[src/rtl/text_buffer_pkg.sv]
// rtl/text_buffer_pkg.sv - shared types and constants for the text buffer controller
package text_buffer_pkg;

    typedef enum logic [0:0] {
        ST_IDLE  = 1'b0,
        ST_CLEAR = 1'b1
    } state_t;

    localparam logic [7:0] CHAR_CR = 8'h0D;
    localparam logic [7:0] CHAR_LF = 8'h0A;
    localparam logic [7:0] CHAR_BS = 8'h08;
    localparam logic [7:0] CHAR_FF = 8'h0C;

    localparam int         DEF_COLS       = 80;
    localparam int         DEF_ROWS       = 30;
    localparam logic [7:0] DEF_CLEAR_CHAR = 8'h20;

endpackage

[src/rtl/text_buffer_if.sv]
// rtl/text_buffer_if.sv - serial, VGA, readback and RAM-side signals of the text buffer
interface text_buffer_if #(
    parameter int DATA_WIDTH = 8,
    parameter int ADDR_WIDTH = 12
);
    logic                  wr_valid;
    logic                  wr_ready;
    logic [DATA_WIDTH-1:0] wr_data;
    logic                  vga_ren;
    logic [ADDR_WIDTH-1:0] vga_addr;
    logic [DATA_WIDTH-1:0] vga_data;
    logic                  rb_valid;
    logic                  rb_ready;
    logic [ADDR_WIDTH-1:0] rb_addr;
    logic [DATA_WIDTH-1:0] rb_data;
    logic                  rb_data_valid;
    logic                  ram_wen;
    logic [ADDR_WIDTH-1:0] ram_addr_a;
    logic [DATA_WIDTH-1:0] ram_din;
    logic                  ram_ren;
    logic [ADDR_WIDTH-1:0] ram_addr_b;
    logic [DATA_WIDTH-1:0] ram_dout;
    logic [6:0]            cursor_col;
    logic [4:0]            cursor_row;
    logic                  busy;

    modport slave (
        input  wr_valid, wr_data, vga_ren, vga_addr, rb_valid, rb_addr, ram_dout,
        output wr_ready, vga_data, rb_ready, rb_data, rb_data_valid,
               ram_wen, ram_addr_a, ram_din, ram_ren, ram_addr_b,
               cursor_col, cursor_row, busy
    );

    modport master (
        output wr_valid, wr_data, vga_ren, vga_addr, rb_valid, rb_addr, ram_dout,
        input  wr_ready, vga_data, rb_ready, rb_data, rb_data_valid,
               ram_wen, ram_addr_a, ram_din, ram_ren, ram_addr_b,
               cursor_col, cursor_row, busy
    );
endinterface

[src/rtl/text_cursor.sv]
// rtl/text_cursor.sv - cursor row/column with wrap rules and linear RAM address
module text_cursor
    import text_buffer_pkg::*;
#(
    parameter int ADDR_WIDTH = 12,
    parameter int COLS       = DEF_COLS,
    parameter int ROWS       = DEF_ROWS
) (
    input  logic                  clk,
    input  logic                  rst,
    input  logic                  advance_i,
    input  logic                  cr_i,
    input  logic                  lf_i,
    input  logic                  bs_i,
    input  logic                  home_i,
    output logic [6:0]            col_o,
    output logic [4:0]            row_o,
    output logic [ADDR_WIDTH-1:0] addr_o
);
    localparam logic [6:0] LAST_COL = 7'(COLS - 1);
    localparam logic [4:0] LAST_ROW = 5'(ROWS - 1);

    logic [6:0] col_q, col_d;
    logic [4:0] row_q, row_d;
    logic [4:0] row_next;

    // Row step shared by column wrap and line feed; no scrolling, bottom row wraps to top
    assign row_next = (row_q == LAST_ROW) ? 5'd0 : row_q + 5'd1;

    // Next cursor position; home wins, then printable advance, then control codes
    always_comb begin
        col_d = col_q;
        row_d = row_q;
        if (home_i) begin
            col_d = 7'd0;
            row_d = 5'd0;
        end else if (advance_i) begin
            if (col_q == LAST_COL) begin
                col_d = 7'd0;
                row_d = row_next;
            end else begin
                col_d = col_q + 7'd1;
            end
        end else if (cr_i) begin
            col_d = 7'd0;
        end else if (lf_i) begin
            row_d = row_next;
        end else if (bs_i && (col_q != 7'd0)) begin
            col_d = col_q - 7'd1;
        end
    end

    // Cursor registers
    always_ff @(posedge clk) begin
        if (rst) begin
            col_q <= 7'd0;
            row_q <= 5'd0;
        end else begin
            col_q <= col_d;
            row_q <= row_d;
        end
    end

    assign col_o  = col_q;
    assign row_o  = row_q;
    assign addr_o = ADDR_WIDTH'(32'(row_q) * COLS + 32'(col_q));

endmodule

[src/rtl/text_buffer_ctrl.sv]
// rtl/text_buffer_ctrl.sv - character RAM controller: serial writes, screen clear, port B arbitration
module text_buffer_ctrl
    import text_buffer_pkg::*;
#(
    parameter int                    DATA_WIDTH = 8,
    parameter int                    ADDR_WIDTH = 12,
    parameter int                    COLS       = DEF_COLS,
    parameter int                    ROWS       = DEF_ROWS,
    parameter logic [DATA_WIDTH-1:0] CLEAR_CHAR = DATA_WIDTH'(DEF_CLEAR_CHAR)
) (
    input  logic         clk,
    input  logic         rst,
    text_buffer_if.slave bus
);
    localparam logic [ADDR_WIDTH-1:0] LAST_ADDR = ADDR_WIDTH'(COLS * ROWS - 1);

    state_t                state_q;
    logic [ADDR_WIDTH-1:0] clr_cnt_q;
    logic                  ram_wen_q;
    logic [ADDR_WIDTH-1:0] ram_addr_a_q;
    logic [DATA_WIDTH-1:0] ram_din_q;
    logic                  rb_pend_q;

    logic                  accept;
    logic                  is_cr, is_lf, is_bs, is_ff, is_print;
    logic                  clr_last;
    logic [ADDR_WIDTH-1:0] cur_addr;

    assign accept   = (state_q == ST_IDLE) && bus.wr_valid;
    assign is_cr    = (bus.wr_data == DATA_WIDTH'(CHAR_CR));
    assign is_lf    = (bus.wr_data == DATA_WIDTH'(CHAR_LF));
    assign is_bs    = (bus.wr_data == DATA_WIDTH'(CHAR_BS));
    assign is_ff    = (bus.wr_data == DATA_WIDTH'(CHAR_FF));
    assign is_print = !(is_cr || is_lf || is_bs || is_ff);
    assign clr_last = (state_q == ST_CLEAR) && (clr_cnt_q == LAST_ADDR);

    text_cursor #(
        .ADDR_WIDTH(ADDR_WIDTH),
        .COLS      (COLS),
        .ROWS      (ROWS)
    ) u_cursor (
        .clk      (clk),
        .rst      (rst),
        .advance_i(accept && is_print),
        .cr_i     (accept && is_cr),
        .lf_i     (accept && is_lf),
        .bs_i     (accept && is_bs),
        .home_i   (clr_last),
        .col_o    (bus.cursor_col),
        .row_o    (bus.cursor_row),
        .addr_o   (cur_addr)
    );

    // Clear sequencer and port A write register; one RAM write per cycle at most
    always_ff @(posedge clk) begin
        if (rst) begin
            state_q      <= ST_CLEAR;
            clr_cnt_q    <= '0;
            ram_wen_q    <= 1'b0;
            ram_addr_a_q <= '0;
            ram_din_q    <= '0;
        end else begin
            case (state_q)
                ST_CLEAR: begin
                    ram_wen_q    <= 1'b1;
                    ram_addr_a_q <= clr_cnt_q;
                    ram_din_q    <= CLEAR_CHAR;
                    if (clr_cnt_q == LAST_ADDR) begin
                        state_q   <= ST_IDLE;
                        clr_cnt_q <= '0;
                    end else begin
                        clr_cnt_q <= clr_cnt_q + ADDR_WIDTH'(1);
                    end
                end
                default: begin
                    ram_wen_q <= 1'b0;
                    if (accept) begin
                        if (is_ff) begin
                            state_q   <= ST_CLEAR;
                            clr_cnt_q <= '0;
                        end else if (is_print) begin
                            ram_wen_q    <= 1'b1;
                            ram_addr_a_q <= cur_addr;
                            ram_din_q    <= bus.wr_data;
                        end
                    end
                end
            endcase
        end
    end

    // Readback pending flag: RAM data for an accepted readback arrives next cycle
    always_ff @(posedge clk) begin
        if (rst) begin
            rb_pend_q <= 1'b0;
        end else begin
            rb_pend_q <= bus.rb_valid && !bus.vga_ren;
        end
    end

    assign bus.busy       = (state_q == ST_CLEAR);
    assign bus.wr_ready   = (state_q == ST_IDLE);
    assign bus.ram_wen    = ram_wen_q;
    assign bus.ram_addr_a = ram_addr_a_q;
    assign bus.ram_din    = ram_din_q;

    // VGA fetch always owns port B when it asks; readback takes leftover cycles
    assign bus.ram_ren       = bus.vga_ren || bus.rb_valid;
    assign bus.ram_addr_b    = bus.vga_ren ? bus.vga_addr : bus.rb_addr;
    assign bus.rb_ready      = bus.rb_valid && !bus.vga_ren;
    assign bus.vga_data      = bus.ram_dout;
    assign bus.rb_data       = bus.ram_dout;
    assign bus.rb_data_valid = rb_pend_q;

endmodule

[src/flat_wrapper.sv]
// flat-port wrapper written by rule: the top's interface ports become plain ports
module text_buffer_ctrl_flat import text_buffer_pkg::*;
#(
    parameter int                    DATA_WIDTH = 8,
    parameter int                    ADDR_WIDTH = 12,
    parameter int                    COLS       = DEF_COLS,
    parameter int                    ROWS       = DEF_ROWS,
    parameter logic [DATA_WIDTH-1:0] CLEAR_CHAR = DATA_WIDTH'(DEF_CLEAR_CHAR)
)
  (clk, rst, bus_wr_valid, bus_wr_data, bus_vga_ren, bus_vga_addr, bus_rb_valid, bus_rb_addr, bus_ram_dout, bus_wr_ready, bus_vga_data, bus_rb_ready, bus_rb_data, bus_rb_data_valid, bus_ram_wen, bus_ram_addr_a, bus_ram_din, bus_ram_ren, bus_ram_addr_b, bus_cursor_col, bus_cursor_row, bus_busy);
  text_buffer_if #(.DATA_WIDTH(DATA_WIDTH), .ADDR_WIDTH(ADDR_WIDTH)) bus_i ();
  input  logic clk;
  input  logic rst;
  input wire logic [$bits(bus_i.wr_valid)-1:0] bus_wr_valid;
  input wire logic [$bits(bus_i.wr_data)-1:0] bus_wr_data;
  input wire logic [$bits(bus_i.vga_ren)-1:0] bus_vga_ren;
  input wire logic [$bits(bus_i.vga_addr)-1:0] bus_vga_addr;
  input wire logic [$bits(bus_i.rb_valid)-1:0] bus_rb_valid;
  input wire logic [$bits(bus_i.rb_addr)-1:0] bus_rb_addr;
  input wire logic [$bits(bus_i.ram_dout)-1:0] bus_ram_dout;
  output wire logic [$bits(bus_i.wr_ready)-1:0] bus_wr_ready;
  output wire logic [$bits(bus_i.vga_data)-1:0] bus_vga_data;
  output wire logic [$bits(bus_i.rb_ready)-1:0] bus_rb_ready;
  output wire logic [$bits(bus_i.rb_data)-1:0] bus_rb_data;
  output wire logic [$bits(bus_i.rb_data_valid)-1:0] bus_rb_data_valid;
  output wire logic [$bits(bus_i.ram_wen)-1:0] bus_ram_wen;
  output wire logic [$bits(bus_i.ram_addr_a)-1:0] bus_ram_addr_a;
  output wire logic [$bits(bus_i.ram_din)-1:0] bus_ram_din;
  output wire logic [$bits(bus_i.ram_ren)-1:0] bus_ram_ren;
  output wire logic [$bits(bus_i.ram_addr_b)-1:0] bus_ram_addr_b;
  output wire logic [$bits(bus_i.cursor_col)-1:0] bus_cursor_col;
  output wire logic [$bits(bus_i.cursor_row)-1:0] bus_cursor_row;
  output wire logic [$bits(bus_i.busy)-1:0] bus_busy;
  assign bus_i.wr_valid = bus_wr_valid;
  assign bus_i.wr_data = bus_wr_data;
  assign bus_i.vga_ren = bus_vga_ren;
  assign bus_i.vga_addr = bus_vga_addr;
  assign bus_i.rb_valid = bus_rb_valid;
  assign bus_i.rb_addr = bus_rb_addr;
  assign bus_i.ram_dout = bus_ram_dout;
  assign bus_wr_ready = bus_i.wr_ready;
  assign bus_vga_data = bus_i.vga_data;
  assign bus_rb_ready = bus_i.rb_ready;
  assign bus_rb_data = bus_i.rb_data;
  assign bus_rb_data_valid = bus_i.rb_data_valid;
  assign bus_ram_wen = bus_i.ram_wen;
  assign bus_ram_addr_a = bus_i.ram_addr_a;
  assign bus_ram_din = bus_i.ram_din;
  assign bus_ram_ren = bus_i.ram_ren;
  assign bus_ram_addr_b = bus_i.ram_addr_b;
  assign bus_cursor_col = bus_i.cursor_col;
  assign bus_cursor_row = bus_i.cursor_row;
  assign bus_busy = bus_i.busy;
  text_buffer_ctrl #(.DATA_WIDTH(DATA_WIDTH), .ADDR_WIDTH(ADDR_WIDTH), .COLS(COLS), .ROWS(ROWS), .CLEAR_CHAR(CLEAR_CHAR)) u_core (.clk(clk), .rst(rst), .bus(bus_i));
endmodule
[config.mk]
export PLATFORM = sky130hd
export DESIGN_NAME = text_buffer_ctrl_flat
export DESIGN_NICKNAME = d
export VERILOG_FILES = /design/src/rtl/text_buffer_pkg.sv /design/src/rtl/text_buffer_if.sv /design/src/rtl/text_cursor.sv /design/src/rtl/text_buffer_ctrl.sv /design/src/flat_wrapper.sv
export SDC_FILE = /design/constraint.sdc
export NUM_CORES = 1
export LEC_CHECK = 0
export ABC_AREA = 1
export CAP_MARGIN = 10
export CORE_ASPECT_RATIO = 1.1
export CORE_MARGIN = 3
export CORE_UTILIZATION = 42
export DETAILED_ROUTE_END_ITERATION = 10
export HOLD_SLACK_MARGIN = 0.08
export PLACE_DENSITY = 0.87
export RECOVER_POWER = 25
export SYNTH_ARGS = -nofsm -noshare
export SYNTH_HDL_FRONTEND = slang
export SYNTH_SLANG_ARGS = --single-unit
[constraint.sdc]
create_clock -name clk -period 2.05 [get_ports clk]
set_clock_uncertainty 0.1 [all_clocks]
set_input_delay 0.41 -clock clk [delete_from_list [all_inputs] [get_ports clk]]
set_output_delay 0.41 -clock clk [all_outputs]
set_load 0.1 [all_outputs]
Yosys cells after proc, flatten, opt, wreduce, memory -nomap -nowiden
Index checks and enable logic that the tools add are counted.
{"block": "classes", "addsub": 5, "n_mul": 1, "div_mod_pow": 0, "n_lt_le_gt_ge": 0, "n_eq_ne": 12, "n_shift": 0, "mux": 31, "bitwise_logic": 3, "n_reduce_logical": 26}
{"operator": "$mux 12", "n": 9}
{"operator": "$mux 7", "n": 5}
{"operator": "$eq 8x4->1 const B", "n": 4}
{"operator": "$mux 5", "n": 5}
{"operator": "$mux 6", "n": 4}
{"operator": "$add 12x1->12 const B", "n": 1}
{"operator": "$add 12x7->12", "n": 1}
{"operator": "$eq 12x12->1 const B", "n": 1}
{"operator": "$reduce_and 3->1", "n": 3}
{"operator": "$logic_and 1x1->1", "n": 8}
{"operator": "$mul 5x3->8 const B", "n": 1}
{"operator": "$mux 1", "n": 8}
{"operator": "$add 7x1->7 const B", "n": 1}
{"operator": "$eq 7x7->1 const B", "n": 1}
{"operator": "$reduce_bool 7->1", "n": 1}
{"operator": "$sub 7x1->7 const B", "n": 1}
{"operator": "$ne 2x1->1 const B", "n": 3}
{"operator": "$reduce_bool 2->1", "n": 3}
{"operator": "$add 5x1->5 const B", "n": 1}
{"operator": "$eq 5x5->1 const B", "n": 1}
{"operator": "$logic_or 1x1->1", "n": 4}
{"operator": "$reduce_and 2->1", "n": 2}
{"operator": "$reduce_or 2->1", "n": 2}
{"operator": "$ne 3x3->1 const B", "n": 1}
{"operator": "other kinds (4)", "n": 7}
{"block": "totals", "register_bits": 47, "latchBits": 0, "ram_bits": 0, "mem_bits_ro": 0, "input_bits": 45, "out_inout_bits": 66, "elab_cells": 87, "memories": 0}

Logic depth before layout (Yosys ltp)
{"block": "depth", "word_depth": 8, "ltp_mapped": 12, "ltp_nobuf": 12}

Hierarchy
A second synthesis with hierarchy kept.
{"block": "unflattened", "cells_unflattened": 538, "hier_area_um2": 3432.0}
{"module": "text_buffer_ctrl", "instances": 1, "cells_per_inst": 329, "area_each_um2": 2085.8, "seq_area_each_um2": 700.7}
{"module": "text_cursor", "instances": 1, "cells_per_inst": 209, "area_each_um2": 1346.3, "seq_area_each_um2": 240.2}

Worst setup path before layout
OpenSTA, ideal clock, no wires.
{"block": "synth_timing", "kind": "reg2reg", "start": "reg u_core.u_cursor.row_q[1] (netlist: u_core.u_cursor.row_o[1])", "end": "reg u_core.ram_addr_a_q[9] (netlist: u_core.bus.ram_addr_a[9])", "setup_time_ns": 0.132, "t_arrival_ns": 2.807, "required_ns": 1.818, "setup_slack_ns": -0.989, "stages_incl_launch_ff": 11, "path_buffers": 0, "synth_period_minus_slack_ns": 3.039, "path_cell_list": "dfxtp_1 -> ha_1 -> ha_1 -> fa_1 -> nand2_1 -> nor2_1 -> nand2_1 -> nand3_1 -> o21ai_0 -> nand2_1 -> a21oi_1"}
{"block": "synth_between", "elab_chain_len": 6}
{"item": "start: declaration", "line_no": "text_cursor.sv:24", "source": "logic [4:0] row_q, row_d;"}
{"item": "start signal: assignment", "line_no": "text_cursor.sv:60", "source": "row_q <= row_d;"}
{"item": "$mul 5x3->8", "line_no": "text_cursor.sv:66", "source": "assign addr_o = ADDR_WIDTH'(32'(row_q) * COLS + 32'(col_q));"}
{"item": "$add 12x7->12", "line_no": "text_cursor.sv:66"}
{"item": "$mux 12", "line_no": "text_buffer_ctrl.sv:81", "source": "end else if (is_print) begin"}
{"item": "$mux 12", "line_no": "text_buffer_ctrl.sv:78", "source": "if (is_ff) begin"}
{"item": "$mux 12", "line_no": "text_buffer_ctrl.sv:77", "source": "if (accept) begin"}
{"item": "$mux 12", "line_no": "text_buffer_ctrl.sv:63", "source": "case (state_q)"}
{"item": "end signal: assignment", "line_no": "text_buffer_ctrl.sv:66", "source": "ram_addr_a_q <= clr_cnt_q;"}
{"item": "end signal: assignment", "line_no": "text_buffer_ctrl.sv:83", "source": "ram_addr_a_q <= cur_addr;"}
{"item": "end: declaration", "line_no": "text_buffer_ctrl.sv:20", "source": "logic [ADDR_WIDTH-1:0] ram_addr_a_q;"}
Every way passes these cells. The select of a mux whose other input is x is not followed.
A chain may end at the register's enable or synchronous reset.

Worst setup path after layout
{"block": "layout_timing", "start": "reg u_core.u_cursor.row_q[3] (netlist: u_core.u_cursor.row_o[3])", "end": "reg u_core.ram_addr_a_q[9] (netlist: u_core.bus.ram_addr_a[9])"}
Same word-level chain as after synthesis.

==> flow_metrics.env <==
export IMPL_synth_flop_cell="dfxtp_1"
export IMPL_dp_hpwl_um=7190
export IMPL_critical_path_class="register to register"
export IMPL_tightest_slew_ns=0.556
export IMPL_overflow=0
export IMPL_drive_above_1_share_pct=24.6
export IMPL_rrSetupSlack_ns=-0.08
export IMPL_ys_seq_elements=47
export IMPL_r2r_end="u_core.bus.ram_addr_a[9]$_SDFFE_PP0P_"
export IMPL_preCtsSetupSlack_ns=-0.174
export IMPL_pin_count=111
export IMPL_final_antenna_net_count=0
export IMPL_grt_pass1_vias=3572
export IMPL_fmax_ghz=0.469
export IMPL_max_vdd_ir_drop_uv=265
export IMPL_violations="setup timing"
export IMPL_required_ns=2.18
export IMPL_initial_core_util_pct=43.8
export IMPL_dr_pass1_iters=5
export IMPL_synth_distinct_cells=33
export IMPL_holdCritStartpoint="u_core.bus.ram_din[7]$_SDFFE_PP0P_"
export IMPL_antenna_found_initial=0
export IMPL_drt_initial_drc_count=223
export IMPL_critPathLaunchType="register"
export IMPL_rsz0062_at_grt="true"
export IMPL_wl_per_cell_um=13.2
export IMPL_reg2reg_from="u_core.u_cursor.row_o[3]$_SDFFE_PP0P_"
export IMPL_powerDensity_nw_per_um2=523
export IMPL_die_w_um=90.4
export IMPL_p_leak_uw=0.00219
export IMPL_htreeDepth=2
export IMPL_num_antenna_cells=0
export IMPL_placed_area_um2=4580
export IMPL_period_needed_ns=2.13
export IMPL_cts_root_buffer="clkbuf_8"
export IMPL_cts_tree="built"
export IMPL_grt_usage_pct=20.9
export IMPL_cts_sinks=47
export IMPL_cts_buffer_depth=2
export IMPL_cts_clk_slew_worst_paths_ns=0.08
export IMPL_cp_max_fo=2
export IMPL_setup_viol=3
export IMPL_synth_nets=575
export IMPL_max_cap_viol_count=0
export IMPL_reg2reg_depth=9
export IMPL_stdcell_area_um2=4770
export IMPL_power_uw=2500
export IMPL_hold_depth=2
export IMPL_viasPerCell=5.06
export IMPL_slew_violations=0
export IMPL_critPathCaptureType="register"
export IMPL_hold_viol_final=0
export IMPL_clk_latency_ns=0.30
export IMPL_ys_async_sr_fraction_pct=0
export IMPL_syn_area_um2=3290
export IMPL_wl_um=9460
export IMPL_outcome="complete, but fails checks"
export IMPL_final_nets=672
export IMPL_hold_path_class="register to register"
export IMPL_cts_inserted_buffers=5
export IMPL_timing_final_crit_share_pct=104
export IMPL_hold_end="u_core.bus.ram_din[7]$_SDFFE_PP0P_"
export IMPL_gp_congestion=0.909
export IMPL_critPathArrivalTime_ns=2.26
export IMPL_vias=3619
export IMPL_dieArea_um2=8930
export IMPL_final_setup_worst_slack_ns=-0.0841
export IMPL_core_area_um2=7510
export IMPL_area_growth_pct=45.0
export IMPL_io_buffers=86
export IMPL_max_slew_margin_pct=63.1
export IMPL_netlist_instances=513
export IMPL_num_rows=33
export IMPL_seq_area_frac_synth_pct=28.6
export IMPL_synth_edf_count=0
export IMPL_drc=0
export IMPL_syn_area_per_cell_um2=6.41
export IMPL_grt_pass1_wl_um=15700
export IMPL_die_h_um=98.8
export IMPL_grt_max_degree=20
export IMPL_ys_warn_count=0
-- per-stage QoR --
stage / TNS, ns / hold WS, ns / instances / utilization [%]
3_3_place_gp: -1.74 / 0.351 / 701 / 60.9
4_1_cts: -0.0522 / 0.363 / 708 / 62.6
2_1_floorplan: -0.592 / 0.360 / 513 / -
5_1_grt: -0.462 / 0.376 / 715 / 63.5
6_report: -0.168 / 0.361 / 715 / 63.5
3_5_place_dp: -3.66 / 0.350 / 701 / 60.9
-- kinds of logic (layout without fill, tap and decap cells) --
logic type | count (synthesis) | after routing | synth area share (%)
AO/OA/AOI/OAI | 82 | 82 | 13.5
XOR/XNOR | 12 | 12 | 3.20
adder cells (fa/ha/maj) | 17 | 17 | 6.92
buffers and inverters | 91 | 187 | 13.2
flip-flops | 47 | 47 | 28.6
AND/OR/NAND/NOR | 264 | 265 | 34.6
-- synth_stat cells, drive strengths merged, types with 2 or more instances --
| library cell | number | area, um2 |
|---|---|---|
| xnor2 | 3 | 26.3 |
| clkinv | 2 | 7.51 |
| xor2 | 9 | 78.8 |
| nand4 | 5 | 31.3 |
| o21ai | 34 | 174 |
| fa | 2 | 40.0 |
| ha | 15 | 188 |
| inv | 60 | 230 |
| buf | 24 | 179 |
| nor3 | 5 | 30.0 |
| nor2 | 57 | 236 |
| nand3 | 40 | 225 |
| nand2 | 156 | 608 |
| clkbuf | 5 | 18.8 |
| dfxtp | 47 | 941 |
| a21oi | 43 | 230 |
| o21a | 3 | 22.5 |
-- final cells by class --
type	count	area [um2]
clock buffers	7	97.6
fillers	631	2750
inverters	62	241
multi-input cells	376	2010
flip-flops and latches	47	968
well taps	105	131
repair buffers	117	1320
repair inverters	1	5.00
-- worst max-delay path by stage --
stage | start | to | slack (ns) | cells after the start
6_report | u_core.u_cursor.row_o[3]$_SDFFE_PP0P_ | u_core.bus.ram_addr_a[9]$_SDFFE_PP0P_ | -0.08 | 9
5_1_grt | u_core.u_cursor.row_o[3]$_SDFFE_PP0P_ | u_core.bus.ram_addr_a[10]$_SDFFE_PP0P_ | -0.17 | 12
4_1_cts | u_core.u_cursor.row_o[3]$_SDFFE_PP0P_ | u_core.bus.ram_addr_a[10]$_SDFFE_PP0P_ | -0.05 | 12
3_5_place_dp | bus_wr_data[7] | u_core.u_cursor.col_o[2]$_SDFFE_PP0P_ | -0.17 | 10
3_3_place_gp | bus_wr_data[1] | u_core.bus.ram_din[5]$_SDFFE_PP0P_ | -0.11 | 10
2_1_floorplan | u_core.u_cursor.row_o[1]$_SDFFE_PP0P_ | u_core.bus.ram_addr_a[9]$_SDFFE_PP0P_ | -0.24 | 10
-- placed cells by master (no fill, tap or decap), types with 7 or more instances in the layout --
cell	count
nand2_1	146
inv_1	51
nor2_1	45
buf_4	42
a21oi_1	38
nand3_1	36
dfxtp_1	35
clkdlybuf4s50_1	33
buf_12	29
o21ai_0	28
nor2_2	11
ha_1	11
nand2_2	9
xor2_1	9
clkbuf_2	9
dfxtp_2	7
-- power breakdown --
group          switching (uW)  internal (uW)  total (uW)
combinational             591            309         900
sequential               41.5            938         979
clock                     307            309         616
-- state kept, by name (all words and copies together) (netlist names) --
name and cells:
u_core.bus.ram_wen 1, u_core.bus.ram_addr_a 12, u_core.bus.rb_data_valid 1, u_core.u_cursor.row_o 5, u_core.bus.ram_din 8, u_core.u_cursor.col_o 7, u_core.bus.busy 1, u_core.clr_cnt_q 12
-- routing by layer --
layer,GRT usage [%],vias up,part of all wire [%]
li1,-,1811,-
met1,22.8,1660,37
met2,40.6,128,55
met3,3.97,20,6.0
met4,6.48,0,2.2
met5,0,-,0
-- timing repair --
action,in CTS,in global routing
gates resized for setup,5,13
hold endpoints to repair,0,0
setup endpoints to repair,3,24
pin swaps,3,7
buffers inserted,0,5
gates cloned,0,2
hold buffers,0,0
-- worst max-delay path, cell delays in order (launching register included) --
cell and delay (ns):
dfxtp_4 0.36, ha_4 0.24, ha_4 0.16, fa_2 0.55
nand2_2 0.07, o21ai_1 0.13, nand3_1 0.08, o21ai_1 0.08
nand2_1 0.10, a21oi_2 0.19
Power figures use the tool's default switching activity.
